## src/rtl/icache.sv

```systemverilog
// Direct-mapped instruction cache, one 32-bit word per line, between the fetch unit and the memory controller.
// Optional hit/miss counters are compiled in when ICACHE_PERF_EN is defined.
module icache #(
    parameter int INDEX_WIDTH = 4
) (
    input  logic        clockIn,
    input  logic        resetIn,
    input  logic        readyIn,
    input  logic        clearIn,
    input  logic        ifFlag,
    input  logic [31:0] ifAddr,
    output logic        ifOk,
    output logic [31:0] ifInst,
    output logic        memFlag,
    output logic [31:0] memAddr,
    input  logic        memOk,
    input  logic [31:0] memData
`ifdef ICACHE_PERF_EN
    ,
    output logic [31:0] hitCount,
    output logic [31:0] missCount
`endif
);

    localparam int LINES     = 1 << INDEX_WIDTH;
    localparam int TAG_WIDTH = 30 - INDEX_WIDTH;

    typedef enum logic {
        IDLE,
        MISS
    } state_t;

    state_t stateReg;

    logic [TAG_WIDTH-1:0]   tagMem  [LINES];
    logic [31:0]            dataMem [LINES];
    logic                   validReg[LINES];

    logic [INDEX_WIDTH-1:0] reqIndex;
    logic [TAG_WIDTH-1:0]   reqTag;
    logic [INDEX_WIDTH-1:0] missIndex;
    logic [TAG_WIDTH-1:0]   missTag;
    logic                   hit;
    logic                   accept;
    logic                   fillEn;

    assign reqIndex  = ifAddr[INDEX_WIDTH+1:2];
    assign reqTag    = ifAddr[31:INDEX_WIDTH+2];
    // The registered miss address doubles as the latched index/tag of the pending fill.
    assign missIndex = memAddr[INDEX_WIDTH+1:2];
    assign missTag   = memAddr[31:INDEX_WIDTH+2];

    assign hit    = validReg[reqIndex] && (tagMem[reqIndex] == reqTag);
    assign accept = readyIn && !clearIn && (stateReg == IDLE) && ifFlag;
    // A fill still lands when a flush coincides with memOk; only the response is dropped.
    assign fillEn = readyIn && (stateReg == MISS) && memOk;

    // Request is withdrawn in the completion cycle so the controller never sees a second fetch.
    assign memFlag = (stateReg == MISS) && !memOk;

    always_ff @(posedge clockIn) begin
        if (fillEn) begin
            tagMem[missIndex]  <= missTag;
            dataMem[missIndex] <= memData;
        end
    end

    genvar gi;
    generate
        for (gi = 0; gi < LINES; gi++) begin : gValid
            always_ff @(posedge clockIn or negedge resetIn) begin
                if (!resetIn) begin
                    validReg[gi] <= 1'b0;
                end else if (fillEn && (missIndex == INDEX_WIDTH'(gi))) begin
                    validReg[gi] <= 1'b1;
                end
            end
        end
    endgenerate

    always_ff @(posedge clockIn or negedge resetIn) begin
        if (!resetIn) begin
            stateReg <= IDLE;
            ifOk     <= 1'b0;
            ifInst   <= 32'd0;
            memAddr  <= 32'd0;
        end else if (readyIn) begin
            if (clearIn) begin
                stateReg <= IDLE;
                ifOk     <= 1'b0;
            end else begin
                case (stateReg)
                    IDLE: begin
                        if (ifFlag) begin
                            if (hit) begin
                                ifInst <= dataMem[reqIndex];
                                ifOk   <= 1'b1;
                            end else begin
                                memAddr  <= ifAddr & ~32'h3;
                                ifOk     <= 1'b0;
                                stateReg <= MISS;
                            end
                        end else begin
                            ifOk <= 1'b0;
                        end
                    end
                    MISS: begin
                        if (memOk) begin
                            ifInst   <= memData;
                            ifOk     <= 1'b1;
                            stateReg <= IDLE;
                        end else begin
                            ifOk <= 1'b0;
                        end
                    end
                    default: begin
                        stateReg <= IDLE;
                        ifOk     <= 1'b0;
                    end
                endcase
            end
        end
    end

`ifdef ICACHE_PERF_EN
    always_ff @(posedge clockIn or negedge resetIn) begin
        if (!resetIn) begin
            hitCount  <= 32'd0;
            missCount <= 32'd0;
        end else if (accept) begin
            if (hit) begin
                hitCount <= hitCount + 32'd1;
            end else begin
                missCount <= missCount + 32'd1;
            end
        end
    end
`endif

endmodule
```

## config.mk

```make
export PLATFORM = sky130hd
export DESIGN_NAME = icache
export DESIGN_NICKNAME = d
export VERILOG_FILES = /design/src/rtl/icache.sv
export SDC_FILE = /design/constraint.sdc
export NUM_CORES = 1
export LEC_CHECK = 0
export ABC_AREA = 0
export CAP_MARGIN = 20
export CELL_PAD_IN_SITES_DETAIL_PLACEMENT = 1
export CELL_PAD_IN_SITES_GLOBAL_PLACEMENT = 1
export CORE_UTILIZATION = 45
export CTS_BUF_LIST = sky130_fd_sc_hd__clkbuf_16
export DETAILED_ROUTE_END_ITERATION = 10
export PLACE_DENSITY = 0.79
export SLEW_MARGIN = 20
export SYNTH_ARGS = -nofsm -noshare
export SYNTH_HDL_FRONTEND = slang
export SYNTH_SLANG_ARGS = --single-unit
```

## constraint.sdc

```tcl
create_clock -name clockIn -period 15.2 [get_ports clockIn]
set_input_delay 4.56 -clock clockIn [delete_from_list [all_inputs] [get_ports clockIn]]
set_output_delay 4.56 -clock clockIn [all_outputs]
set_load 0.005 [all_outputs]
```

==> flow_summary_export.csv <==
group,metric,value,unit
sta,worstMarginPinSlew,1140,ps
synth,synth_area_leaders,"edfxtp_1, mux4_2, dfrtp_1",
power_and_ir_drop,powerDensity,129,nW/um2
synth,synthDistinctLibCells,64,
sta,fin_crit_sh,67.7,%
sta,final.setup.tns,0,ps
floorplanning,num_rows,110,
synth,synthArstFlopShare,7.94,%
detailed_routing,drc,0,
global_routing,grt_usage,23.9,%
place,io_buffers,131,
synth,syn_area_per_cell,20.0,um2
clock_tree,cts_buffer_depth,3,
floorplanning,dieWidth,303,um
worst_setup_path,max_stage_delay,520,ps
status,outcome,"finished clean",
worst_setup_path,worstPathArrival,5730,ps
power_and_ir_drop,leakagePower,0.0148,uW
detailed_routing,vias,21700,
floorplanning,core_area,89900,um2
detailed_routing,wl,108,mm
global_routing,grt_pass1_vias,23100,
clock_tree,post_cts_buffers,0,
worst_setup_path,cp_max_fo,6,
sta,hold_slack,475,ps
clock_tree,numCtsBuffers,98,
run,maxCapViolCount,0,
place,gp_congestion,0.734,
detailed_routing,wl_per_cell,31.5,um
global_routing,antenna_found_initial,2,
sta,slew_headroom,23.7,%
floorplanning,ioPinCount,136,
sta,final_max_slew_viol_count,0,
sta,rsz0062_at_grt,"false",
power_and_ir_drop,power,6010,uW
detailed_routing,drt_iter0_drc,2367,
global_routing,grt_pass1_wl,158,mm
clock_tree,clock_latency,680,ps
clock_tree,htree_levels,3,
synth,synth_edf_count,928,
worst_setup_path,critPathCaptureType,"primary output",
worst_setup_path,cpMostUsedCell,"clkdlybuf4s50_1",
layout,num-nets-final,2244,
synth,netlist.area_leader.share,68.3,%
power_and_ir_drop,peakVddDrop,0.000107,V
sta,post-route-min-period,10290,ps
layout,areaGrowthSynthToFinish,14.2,%
worst_setup_path,startpoint_type,"input pin",
sta,fmax,97.2,MHz
synth,synth_common_cells,"edfxtp_1, mux4_2, mux2i_1",
synth,netlist_area,40800,um2
synth,synthCells,2037,
global_routing,overflow,0,
clock_tree,cts_tree,"done",
clock_tree,root_buffer,"clkbuf_16",
worst_setup_path,cp_slowest_cell,"clkdlybuf4s50_1",
place,dp_hpwl,58.9,mm
synth,synth-seq-area-share,73.2,%
detailed_routing,avgViaCountPerCell,6.32,
floorplanning,die_h,303,um
sta,fin_ws,4910,ps
floorplanning,start_util,45.4,%
layout,drive_above_1_share,21.6,%
synth,synthFlopType,"edfxtp_1",
synth,yosysMostFrequentCell,"edfxtp_1",
worst_setup_path,worstPathCellList,"clkdlybuf4s50_1 -> nor2b_1 -> clkdlybuf4s50_1",
worst_setup_path,crit_type,"in -> out",
sta,setup_violations,0,
place,dp_slack,4940,ps
sta,finalClockSkew,32.0,ps
clock_tree,hold_buffers,0,
clock_tree,cts_resized,0,
clock_tree,cts.sinks,1008,
worst_hold_path,hp-class,"reg -> reg",
sta,hold_violations,0,
worst_setup_path,worstPathRequired,10640,ps
detailed_routing,detail-route-antenna-nets,0,
floorplanning,die_area,91800,um2
synth,yosys_warnings,0,
synth,yosysTopAreaCell,"edfxtp_1",
global_routing,grt_start_max_net_pins,109,
synth,synth_seq_cells,1008,
clock_tree,path_clk_slew,60,ps
detailed_routing,dr.pass1.iters,7,
-- through the flow --
| step | util [%] | instances | area (um2) |
|---|---|---|---|
| floorplan | - | 2038 | 40800 |
| global placement | 48.2 | 3246 | 43300 |
| detailed placement | 48.3 | 3248 | 43400 |
| CTS | 51.7 | 3432 | 46500 |
| global route | 51.8 | 3436 | 46600 |
| finish | 51.8 | 3436 | 46600 |
-- worst paths after layout --
path,cells after the start,startpoint,endpoint,slack [ps]
setup / recovery,3,memOk,memFlag,4910
hold / removal,1,validReg[11]$_DFFE_PN0P_,validReg[11]$_DFFE_PN0P_,470
setup reg to reg,4,stateReg$_DFFE_PN0P_,tagMem[15][24]$_DFFE_PP_,10770
hold reg to reg,1,validReg[11]$_DFFE_PN0P_,validReg[11]$_DFFE_PN0P_,470
max in group asynchronous,2,resetIn,memAddr[30]$_DFFE_PN0P_,10130
min in group asynchronous,1,resetIn,ifInst[4]$_DFFE_PN0P_,3930
-- cells in the final DEF (no fill, tap or decap), types with 7 or more instances in the layout --
cell             instances
clkinv_2                11
or2_2                   16
dfrtp_1                 79
nor2_1                  10
clkinv_1                31
or4_1                   30
clkdlybuf4s50_1        126
nor3_1                   7
nand4_1                 34
a22oi_1                 11
nand3b_1                32
xnor2_1                 22
a21boi_0                30
mux2i_1                 95
nand2_1                 72
mux4_2                 255
a31oi_1                 29
and2_1                  32
edfxtp_1               928
o31ai_1                 31
xor2_1                  12
a311oi_1                 7
inv_1                   29
bufinv_16                9
clkbuf_16               99
o21ai_0                 37
nor2_4                  12
a32oi_1                 31
buf_4                   44
-- critical path, delay by kind of cell --
| family | cells | cell delay, ps |
|---|---|---|
| buffers and inverters | 2 | 1020 |
| and+or+nand+nor | 1 | 150 |
-- cell type report --
| cell class | instances | area, um2 |
|---|---|---|
| well taps | 1176 | 1470 |
| flip-flops and latches | 1008 | 29900 |
| fillers | 7971 | 43300 |
| multi-input cells | 879 | 10300 |
| repair buffers | 180 | 1770 |
| clock inverters | 85 | 638 |
| diodes | 2 | 5.00 |
| inverters | 7 | 27.5 |
| clock buffers | 99 | 2480 |
-- kinds of logic after synthesis --
group           count (synthesis)  share of synthesized area [%]
flops                        1008                           73.2
simple gates                  283                           3.98
xor+xnor                       34                          0.730
compound gates                207                           3.70
buf+inv                       151                           1.84
mux                           353                           16.5
other cells                     1                        0.00920
-- where the power goes --
part / switching [uW] / internal, uW
Combinational: 208 / 179
Clock: 1050 / 1340
Sequential: 104 / 3140
-- sequential cells by signal (all words and copies together), names as in the netlist --
name      count
tagMem      416
validReg     16
dataMem     512
stateReg      1
memAddr      30
ifOk          1
ifInst       32
-- routing by layer --
layer / up-vias / GRT usage, % / wire length (um)
li1: 8777 / - / -
met1: 11700 / 32.5 / 43000
met2: 1031 / 39.3 / 53700
met3: 186 / 4.76 / 8830
met4: 2 / 6.80 / 2730
met5: - / 0 / 13
(Power assumes the default switching activity.)
